$ cat src/rtl/frame_seq_sc.sv
// Frame sequencer ahead of the one-hot handshake plug: skip / pass / pad phases per start.
// Optional FRAME_SEQ_SC_CNT_EN adds frame_cnt and drop_cnt status counters.
module frame_seq_sc #(
  parameter int unsigned    DW        = 32,
  parameter int unsigned    LW        = 16,
  parameter logic [DW-1:0]  PAD_VALUE = '0
) (
  input  logic          clk,
  input  logic          rst,
  input  logic          start,
  input  logic [LW-1:0] skip_len,
  input  logic [LW-1:0] pass_len,
  input  logic [LW-1:0] pad_len,
  input  logic          ivalid,
  input  logic          iready,
  input  logic          ovalid,
  input  logic          oready,
  input  logic [DW-1:0] idata,
  output logic [3:0]    state,
  output logic [DW-1:0] odata,
  output logic          busy,
`ifdef FRAME_SEQ_SC_CNT_EN
  output logic          done,
  output logic [15:0]   frame_cnt,
  output logic [15:0]   drop_cnt
`else
  output logic          done
`endif
);

  typedef enum logic [3:0] {
    FILL = 4'b0001,
    PASS = 4'b0010,
    PAD  = 4'b0100,
    WAIT = 4'b1000
  } state_t;

  state_t        st, st_next;
  logic [LW-1:0] cnt, cnt_next;
  logic [LW-1:0] skip_q, pass_q, pad_q;
  logic [LW-1:0] skip_next, pass_next, pad_next;
  logic          done_q, done_next;
  logic          in_hs, out_hs;

  assign in_hs  = ivalid & iready;
  assign out_hs = ovalid & oready;

  always_ff @(posedge clk) begin
    if (rst) begin
      st     <= WAIT;
      cnt    <= '0;
      skip_q <= '0;
      pass_q <= '0;
      pad_q  <= '0;
      done_q <= 1'b0;
    end else begin
      st     <= st_next;
      cnt    <= cnt_next;
      skip_q <= skip_next;
      pass_q <= pass_next;
      pad_q  <= pad_next;
      done_q <= done_next;
    end
  end

  always_comb begin
    st_next   = st;
    cnt_next  = cnt;
    skip_next = skip_q;
    pass_next = pass_q;
    pad_next  = pad_q;
    done_next = 1'b0;
    unique case (st)
      WAIT: begin
        if (start) begin
          skip_next = skip_len;
          pass_next = pass_len;
          pad_next  = pad_len;
          cnt_next  = '0;
          // An all-zero frame completes immediately without leaving WAIT
          if (skip_len != '0)      st_next = FILL;
          else if (pass_len != '0) st_next = PASS;
          else if (pad_len != '0)  st_next = PAD;
          else                     done_next = 1'b1;
        end
      end
      FILL: begin
        if (in_hs) begin
          if (cnt == skip_q - LW'(1)) begin
            cnt_next = '0;
            if (pass_q != '0)     st_next = PASS;
            else if (pad_q != '0) st_next = PAD;
            else begin
              st_next   = WAIT;
              done_next = 1'b1;
            end
          end else begin
            cnt_next = cnt + LW'(1);
          end
        end
      end
      PASS: begin
        if (out_hs) begin
          if (cnt == pass_q - LW'(1)) begin
            cnt_next = '0;
            if (pad_q != '0) st_next = PAD;
            else begin
              st_next   = WAIT;
              done_next = 1'b1;
            end
          end else begin
            cnt_next = cnt + LW'(1);
          end
        end
      end
      PAD: begin
        if (out_hs) begin
          if (cnt == pad_q - LW'(1)) begin
            cnt_next  = '0;
            st_next   = WAIT;
            done_next = 1'b1;
          end else begin
            cnt_next = cnt + LW'(1);
          end
        end
      end
      default: begin
        st_next  = WAIT;
        cnt_next = '0;
      end
    endcase
  end

  assign state = st;
  assign busy  = (st != WAIT);
  assign done  = done_q;
  assign odata = (st == PAD) ? PAD_VALUE : idata;

`ifdef FRAME_SEQ_SC_CNT_EN
  // frame_cnt steps on the same edge that raises done; drop_cnt saturates
  always_ff @(posedge clk) begin
    if (rst) begin
      frame_cnt <= '0;
      drop_cnt  <= '0;
    end else begin
      if (done_next) frame_cnt <= frame_cnt + 16'd1;
      if (in_hs && (st == FILL || st == PAD) && drop_cnt != '1)
        drop_cnt <= drop_cnt + 16'd1;
    end
  end
`endif

endmodule

$ cat config.mk
export PLATFORM = sky130hd
export DESIGN_NAME = frame_seq_sc
export DESIGN_NICKNAME = d
export VERILOG_FILES = /design/src/rtl/frame_seq_sc.sv
export SDC_FILE = /design/constraint.sdc
export NUM_CORES = 1
export LEC_CHECK = 0
export CAP_MARGIN = 20
export CORE_AREA = 2 2 116 85
export DETAILED_ROUTE_END_ITERATION = 8
export DIE_AREA = 0 0 118 87
export HOLD_SLACK_MARGIN = 0.08
export MAX_ROUTING_LAYER = met4
export PLACE_DENSITY = 0.93
export SYNTH_ARGS = -nofsm -noshare
export SYNTH_HDL_FRONTEND = slang
export SYNTH_SLANG_ARGS = --single-unit
$ cat constraint.sdc
create_clock -name clk -period 7.6 [get_ports clk]
set_input_delay 2.28 -clock clk [delete_from_list [all_inputs] [get_ports clk]]
set_output_delay 2.28 -clock clk [all_outputs]
set_load 0.005 [all_outputs]
==> impl_results.md <==
* Reg2Reg Depth at 10
* Initial Util at 51.9%
* I/O pins at 125
* Vias at 5246
* Count of final setup violators at 0
* Drt pass-1 iters at 8
* FMAX at around 170 MHz
* Clock slew at reported path FFs at 0.05 ns
* Crit Reg-Reg Startpoint: pass_q[0]
* Share of cells above drive strength 1 at a little over 6%
* WP data arrival at about 3.5 ns
* DR iter-0 viols at a little under 500
* Sequential power share at about 28%
* Hpwl dp at 10900 um
* Logic pwr share at 50.3%
* Seq. cell area at 0.00138 mm2
* Largest net degree at the start of global routing at 60
* GRT Util Overall at between 20 and 30%
* Synth Flop Type: dfxtp_1
* Final Cycle Share at 76.0%
* Synth warn at 0
* RSZ-0062 raised after global routing: no
* Worst-case clock buffer depth at 2
* Switch share at 41.1%
* Final Wtd Congestion at 0.958
* Worst Hold Class: flop to flop
* Crit Path Class: input port to output pin
* Int Pwr at 0.00113 W
* DRC viols at 0
* Pwr/cell area at between 300 and 400 mW/mm2
* Resized cells post-CTS at 0
* Commonest non-fill, non-tap cell in the layout: clkdlybuf4s50_1
* IO buf count at 124
* Yosys cell types at 68
* Post-synth EDFFs at 0
* #FFs+latches synth at 69
* Post-Syn Area per Cell at 7.45 um2
* Hold path endpoint: skip_q[9]
* Fin nets at 833
* Hold Crit Start: skip_q[9]
* Global-route wire length before repair at between 20000 and 25000 um
* Multi-input logic area at 0.00318 mm2
* Post-route ant nets at 0
* CP Data Required Time at 5.32 ns
* # clock sinks at 69
* Fillcell total at 707
* Htree depth at 3
* Vias in the first global route at 5055
* Worst skew pair latency at approximately 0.33 ns
* Internal reg-to-reg setup slack at 3.88 ns
* CTS Buf Count at 9
* Critical Path End Type: output pin
* Drt wl/cell at 16.8 um
* Die Y at 87 um
* Final hold violation count at 0
* Asr flop ratio synth at 0%
* CTS tree: done
* WL final at between 10000 and 15000 um
* Max VDD drop at approximately 0.14 mV
* Vias/cell at 6.00
* Setup bufs post-CTS at 0
* Num rows at 30
* Slew Viols, Final at 0
* Initial antenna violation count at 0
* Outcome: finished, final reports clean
* Slew headroom at 30.5%
* Clock Tree Root: clkbuf_16
* Die X-Extent at 118 um
* Clk pwr share at 21.6%
* # hold bufs at CTS at 0
* Core ar. at slightly above 0.009 mm2
* Worst clock skew at 0.00522 ns
* Syn nets at 737
* Worst r2r dst: cnt[9]
* Worst-margin pin slew at 1.04 ns
* Psw at 0.000790 W
* Antenna cells at 0
* Total Power at 0.00192 W
* CP Max Fanout at 1
* Gr ovfl total at 0
* Worst Setup Start Kind: input port
* Static Leak at 2.28 nW
* Post-Syn Instances at 646
* Setup TNS at 0 ns
* Synthesized area at 0.00481 mm2
* Hold Path Depth at 2
* Most frequent cells in the layout: clkdlybuf4s50_1, nand2_1, dfxtp_1
* Max Cap Viol at 0
* Layout area overhead at 31.8%
* Tmin final at about 5.8 ns
* Die ar. at 0.0103 mm2
* Post-synthesis sequential area ratio at 28.7%
## worst max-delay path, stage by stage
cell	delay, ns
clkdlybuf4s50_1	0.45
nor2b_1	0.22
clkdlybuf4s50_1	0.54
## state kept, by name (all words and copies together), names as in the netlist
register  cells
cnt          16
done          1
pad_q        16
pass_q       16
skip_q       16
state         4
## synth_stat cells (4+ instances only)
cell type | n | area [um2]
nor4_1 | 24 | 150
or3_1 | 6 | 37.5
nor3_1 | 18 | 90.1
or4_1 | 6 | 45.0
a211oi_1 | 4 | 30.0
nand2b_1 | 10 | 62.6
a21oi_1 | 65 | 325
nand3_1 | 6 | 30.0
o21ai_0 | 10 | 50.1
o22ai_1 | 4 | 25.0
nand4_1 | 9 | 56.3
inv_1 | 16 | 60.1
xor2_1 | 27 | 236
and3_1 | 8 | 50.1
nand2_1 | 113 | 424
ha_1 | 4 | 50.1
or3_2 | 5 | 37.5
nand3b_1 | 5 | 37.5
mux2i_1 | 6 | 60.1
nor2_1 | 41 | 154
dfxtp_1 | 69 | 1380
xnor2_1 | 40 | 350
clkbuf_1 | 38 | 143
a31oi_1 | 5 | 31.3
nor2b_1 | 38 | 238
## final cells by class
| type | count | area share (%) |
|---|---|---|
| multi-input combinational | 518 | 50.1 |
| sequential | 69 | 21.8 |
| timing repair buffer | 128 | 19.9 |
| clock buffer | 11 | 3.98 |
| tap | 128 | 2.52 |
| inverter | 16 | 0.947 |
| clock inverter | 4 | 0.750 |
## stage by stage
step	cell area [um2]	setup slack (ns)	hold WS (ns)	instances	util [%]
after floorplan	4810	2.91	0.448	646	-
after detailed placement	6040	1.79	0.481	858	65.1
final	6340	1.83	0.491	874	68.4
after global placement	6040	1.80	0.458	858	65.1
after global routing	6340	1.78	0.511	874	68.4
after CTS	6340	1.79	0.490	873	68.4
## worst max-delay path by stage
stage,depth (start not counted),startpoint,to
floorplan,1,idata[0],odata[0]
global placement,3,idata[11],odata[11]
detailed placement,3,idata[11],odata[11]
CTS,3,idata[11],odata[11]
global route,3,idata[11],odata[11]
finish,3,idata[11],odata[11]
## kinds of logic after synthesis
| logic type | synth area share [%] |
|---|---|
| buf+inv | 5.48 |
| fa+ha+maj | 1.04 |
| simple gates | 34.6 |
| xor+xnor | 12.2 |
| compound gates | 16.8 |
| flops | 28.7 |
| mux | 1.25 |
## routing by layer
layer / wire [um] / vias up / global-route usage (%)
li1: - / 2457 / -
met1: 5690 / 2455 / 32.0
met2: 7330 / 281 / 52.2
met3: 1230 / 53 / 7.00
met4: 408 / 0 / 11.0
met5: 0 / - / -
## power by group through the flow
stage / Sequential [W] / Combinational, W / Clock, W
6_report: 0.000542 / 0.000967 / 0.000415
5_1_grt: 0.000554 / 0.00105 / 0.000438
4_1_cts: 0.000538 / 0.000948 / 0.000415
3_5_place_dp: 0.000544 / 0.000935 / 0
3_3_place_gp: 0.000537 / 0.000885 / 0
2_1_floorplan: 0.000503 / 0.000701 / 0
(Power assumes the default switching activity.)
==> patch 1 (config.mk and constraints unchanged) <==
The parameter `LW` goes from 16 to 8.
--- a/src/rtl/frame_seq_sc.sv
+++ b/src/rtl/frame_seq_sc.sv
@@ -4,3 +4,3 @@
   parameter int unsigned    DW        = 32,
-  parameter int unsigned    LW        = 16,
+  parameter int unsigned    LW        = 8,
   parameter logic [DW-1:0]  PAD_VALUE = '0
Ports: changed (resized pad_len, pass_len and skip_len); port bits go from 125 to 101. The function was not compared with the original's and may differ.
==> patch 1 against the unedited design <==
- total power fell by 52%
- combinational power fell by 59%
- setup slack improved by 0.11 ns
- register-to-register slack improved by 0.88 ns
- sequential power fell by 50%
- via count fell by 44%
- design area fell by 38%
- first-iteration DRC count fell by 43%
- wire length fell by 46%
- sequential cell count fell by 32
- synthesized area fell by 44%
==> patch 1: results (changes against the unedited design) <==
** Outcome
- Outcome :: finished, final reports clean (unchanged)

** Clocking
- H-tree Lvls :: 2 (was 3)
- Inserted Clock Buffers :: 5 (was 9)
- The source-to-sink clock delay at the later pin of the worst-skew pair is 0.29 ns (was 0.33 ns).

** Layout
- The layout cell share with drive strength beyond 1 is 3.991% (was 6.032%).
- The count of nets after finishing was 518 (was 833).

** Drt
- Met1 wire length :: 3266 um (was 5688 um)
- Initial DRC Count :: 275 (was 486)
- Routed met3 length :: 522 um (was 1232 um)
- The total met2 wirelength after detailed routing is 4015 um (was 7334 um).
- First-pass iteration count of the detailed router :: 5 (was 8)
- Detailed-route wire length per cell :: 13.68 um (was 16.78 um)

** Placement
- The final weighted congestion in routability-driven placement came to 0.8874 (was 0.9575).
- Estimated wirelength of the detail-placed design :: 6070 um (was 10930 um)

** Logic synthesis
- The fraction of the yosys area taken by sequential cells came to 27.66% (was 28.69%).
- Net Count, Synth :: 432 (was 737)
- Leading cell types by count after synthesis: 63 x nand2_1, 37 x dfxtp_1, 33 x and2_1 (was 113 x nand2_1, 69 x dfxtp_1, 65 x a21oi_1).
- Yosys cell types :: 53 (was 68)

** Critical path
- The startpoint of the worst-slack reg-to-reg timing path is skip_q[0]$_SDFFE_PP0P_ (was pass_q[0]$_SDFFE_PP0P_).
- The critical register-to-register path endpoint is state[2]$_SDFFE_PP0P_ (was cnt[9]$_SDFFE_PP0P_).
- The path depth of the worst reg2reg path came to 9 (was 10).
- Register-to-Register Setup Slack :: 4.76 ns (was 3.88 ns)

** Hold path
- The source of the worst hold timing path is pass_q[1]$_SDFFE_PP0P_ (was skip_q[9]$_SDFFE_PP0P_).

** Global routing
- The global-route usage over all layers is 15.20% (was 29.19%).
- The pin count of the biggest net entering global routing was 42 (was 60).
- The wire length of the first global-routing pass was 12540 um (was 23560 um).
- The number of global-route vias before repair is 2662 (was 5055).

** Power and ir drop
- The static power due to leakage was 1.435 nW (was 2.275 nW).

** STA
- Worst max-slew margin expressed relative to the limit :: 47.58% (was 30.48%)
## patch 1: cell types whose count changed in the layout (fill, tap and decap cells not counted), sizes merged, moves of 23 or more
cell,change
dfxtp,-32
clkdlybuf4s50,-23
and2,+30
a21oi,-38
nand2,-50
nor2b,-33
## patch 1: worst max-delay path by stage
stage,start,end,slack [ns],cells past startpoint
after global placement,idata[5],odata[5],1.94,3
after global routing,idata[5],odata[5],1.89,3
final,idata[7],odata[7],1.93,3
after CTS,idata[30],odata[30],1.92,3
after floorplan,idata[0],odata[0],2.92,1
after detailed placement,idata[30],odata[30],1.92,3
## patch 1: cells by family (layout without fill, tap and decap cells)
family                     after synthesis  count (layout)  synth area share, %
xor gates and xnor gates                33              33                10.79
muxes                                    4               4                1.869
AOI/OAI and AO/OA                       62              62                14.95
adders and majority gates                5               5                2.336
DFF                                     37              37                27.66
and+or+nand+nor                        187             187                36.59
buffers and inverters                   36             123                5.794
## patch 1: metrics by stage
step,utilization (%),setup WS [ns],instances,instance area (um^2),hold slack (ns)
floorplan,-,2.915,364,2678,0.4603
global placement,40.50,1.942,571,3755,0.4730
detailed placement,40.50,1.923,571,3755,0.4806
CTS,42.36,1.923,579,3928,0.4922
global route,42.36,1.891,579,3928,0.5086
finish,42.36,1.932,579,3928,0.4928
## patch 1: layout make-up
class	instances	area (um^2)	share of cell area, %
multi-input cells	291	1782	45.36
flip-flops and latches	37	740.7	18.86
clock buffers	7	142.6	3.632
clock inverters	1	30.03	0.7646
inverters	11	41.29	1.051
repair buffers	104	1031	26.25
well taps	128	160.2	4.078
## patch 1: power groups by stage
stage	sequential, W	clock (W)	combinational, W
after floorplan	0.000257	0	0.000281
after global placement	0.000272	0	0.000377
after detailed placement	0.000275	0	0.000394
after CTS	0.000271	0.000245	0.000397
after global routing	0.000279	0.000254	0.000441
final	0.000272	0.000245	0.000399
## patch 1: worst register-to-register path: stages, from the launching register on
cell and delay (ns):
dfxtp_1 0.36, inv_1 0.08, ha_1 0.22, nand2b_1 0.12, or4b_1 0.46, a22oi_1 0.18
o211ai_1 0.16, a22o_1 0.30, or3_1 0.51, mux2_4 0.34
## patch 1: metal layers
layer  GRT usage, %  vias up
met3          3.338       10
met4          4.381        0
met1          18.07     1373
met2          26.16      110
met5              -        -
li1               -     1428
==> patch 2 (same settings) <==
Without the edit above. Remove the case item `PAD` of the case on `st`.
--- a/src/rtl/frame_seq_sc.sv
+++ b/src/rtl/frame_seq_sc.sv
@@ -115,13 +115,2 @@
       end
-      PAD: begin
-        if (out_hs) begin
-          if (cnt == pad_q - LW'(1)) begin
-            cnt_next  = '0;
-            st_next   = WAIT;
-            done_next = 1'b1;
-          end else begin
-            cnt_next = cnt + LW'(1);
-          end
-        end
-      end
       default: begin
Check against the original RTL: not equivalent (a bounded check fails within 4 cycles, from zero or initial values and one cycle with rst high).
==> patch 2 against the unedited design <==
- sequential share of layout area rose by 1.5 points
- synthesized area fell by 9.7%
- sequential cell count did not move
- sequential power fell by 8.3%
- global-route usage fell by 2.7 points
- total power fell by 17%
- setup slack improved by 0.023 ns
- design area fell by 6.3%
- wire length fell by 8.6%
- critical path type unchanged
==> patch 2: results (changes against the unedited design) <==
** Global routing
- Largest net degree at the start of global routing :: 70 (was 60)
- Vias in the first global route :: 4433 (was 5055)
- The met3 demand-to-capacity share in global routing came to 5.825% (was 7.003%).

** Drt
- The routed length per placed instance is 16.14 um (was 16.78 um).
- Initial DRC Count :: 363 (was 486)
- The total met2 wirelength after detailed routing was 6168 um (was 7334 um).
- Average via count per standard cell :: 5.816 (was 6.002)
- First-pass iteration count of the detailed router :: 6 (was 8)

** Layout
- Nets :: 787 (was 833)
- Data buffer area share :: 21.54% (was 19.92%)
- The multi-input gate share of total cell area came to 46.73% (was 50.10%).
- The relative area of clock buffers and inverters in the final design is 5.176% (was 4.734%).
- Count of plain and timing-repair buffers in the layout :: 130 (was 128)
- Filler cell count :: 795 (was 707)
- The number of clock buffers in the layout was 9 (was 11).
- The count of multi-input combinational gates came to 477 (was 518).

** Logic synthesis
- The number of distinct standard cells referenced by the synthesized netlist is 59 (was 68).
- Share of synthesized cell area in full adder, half adder and majority cells :: 0.8631% (was 1.040%)
- XOR/XNOR Fraction of Synth Area :: 7.854% (was 12.19%)
- Synthesized-area fraction occupied by ao, oa, aoi and oai cells :: 18.87% (was 16.79%)

** Critical path
- The capture point of the critical path was odata[6] (was odata[11]).
- The critical path arrival is 3.47 ns (was 3.49 ns).
- The launch point of the critical path is idata[6] (was idata[11]).
- End of the worst register-to-register path :: state[0]$_SDFFE_PP0P_ (was cnt[9]$_SDFFE_PP0P_)
- Register-to-Register Setup Slack :: 3.95 ns (was 3.88 ns)

** Outcome
- Outcome: finished, final reports clean (unchanged).

** Power and ir drop
- The proportion of power drawn by the clock network came to 27.1% (was 21.6%).
- Fraction of power consumed by combinational cells :: 41.6% (was 50.3%)
- Max IR drop VDD :: 171.7 uV (was 142.1 uV)

** Placement
- Post-placement setup slack :: 1.827 ns (was 1.795 ns)
- Routability congestion estimate from global placement :: 0.9042 (was 0.9575)

** STA
- The maximum operating frequency was 173.9 MHz (was 173.2 MHz).
- The worst setup skew after layout is 0.005561 ns (was 0.005217 ns).
## patch 2: changes by cell type after synthesis, sizes merged, moves of 6 or more
cell	delta
inv	-6
xor2	-11
or3	-8
o22ai	+11
nor2	-15
nand2b	-8
nand3	+7
nand2	+17
xnor2	-17
## patch 2: cells by family (layout without fill, tap and decap cells)
kind of cell	Yosys count	count (layout)
AOI/OAI and AO/OA	130	130
and+or+nand+nor	301	301
xor gates and xnor gates	39	39
muxes	4	4
adders and majority gates	3	3
buffers and inverters	51	156
DFF	69	69
## patch 2: metrics by stage
step,hold slack [ns],power [W],utilization (%),cells,area [um^2]
3_3_place_gp,0.4431,0.001121,60.82,814,5639
6_report,0.4543,0.001587,64.14,830,5947
4_1_cts,0.4545,0.001584,64.14,830,5947
5_1_grt,0.4736,0.001679,64.14,830,5947
2_1_floorplan,0.4360,0.0009426,-,597,4349
3_5_place_dp,0.4465,0.001154,60.82,814,5639
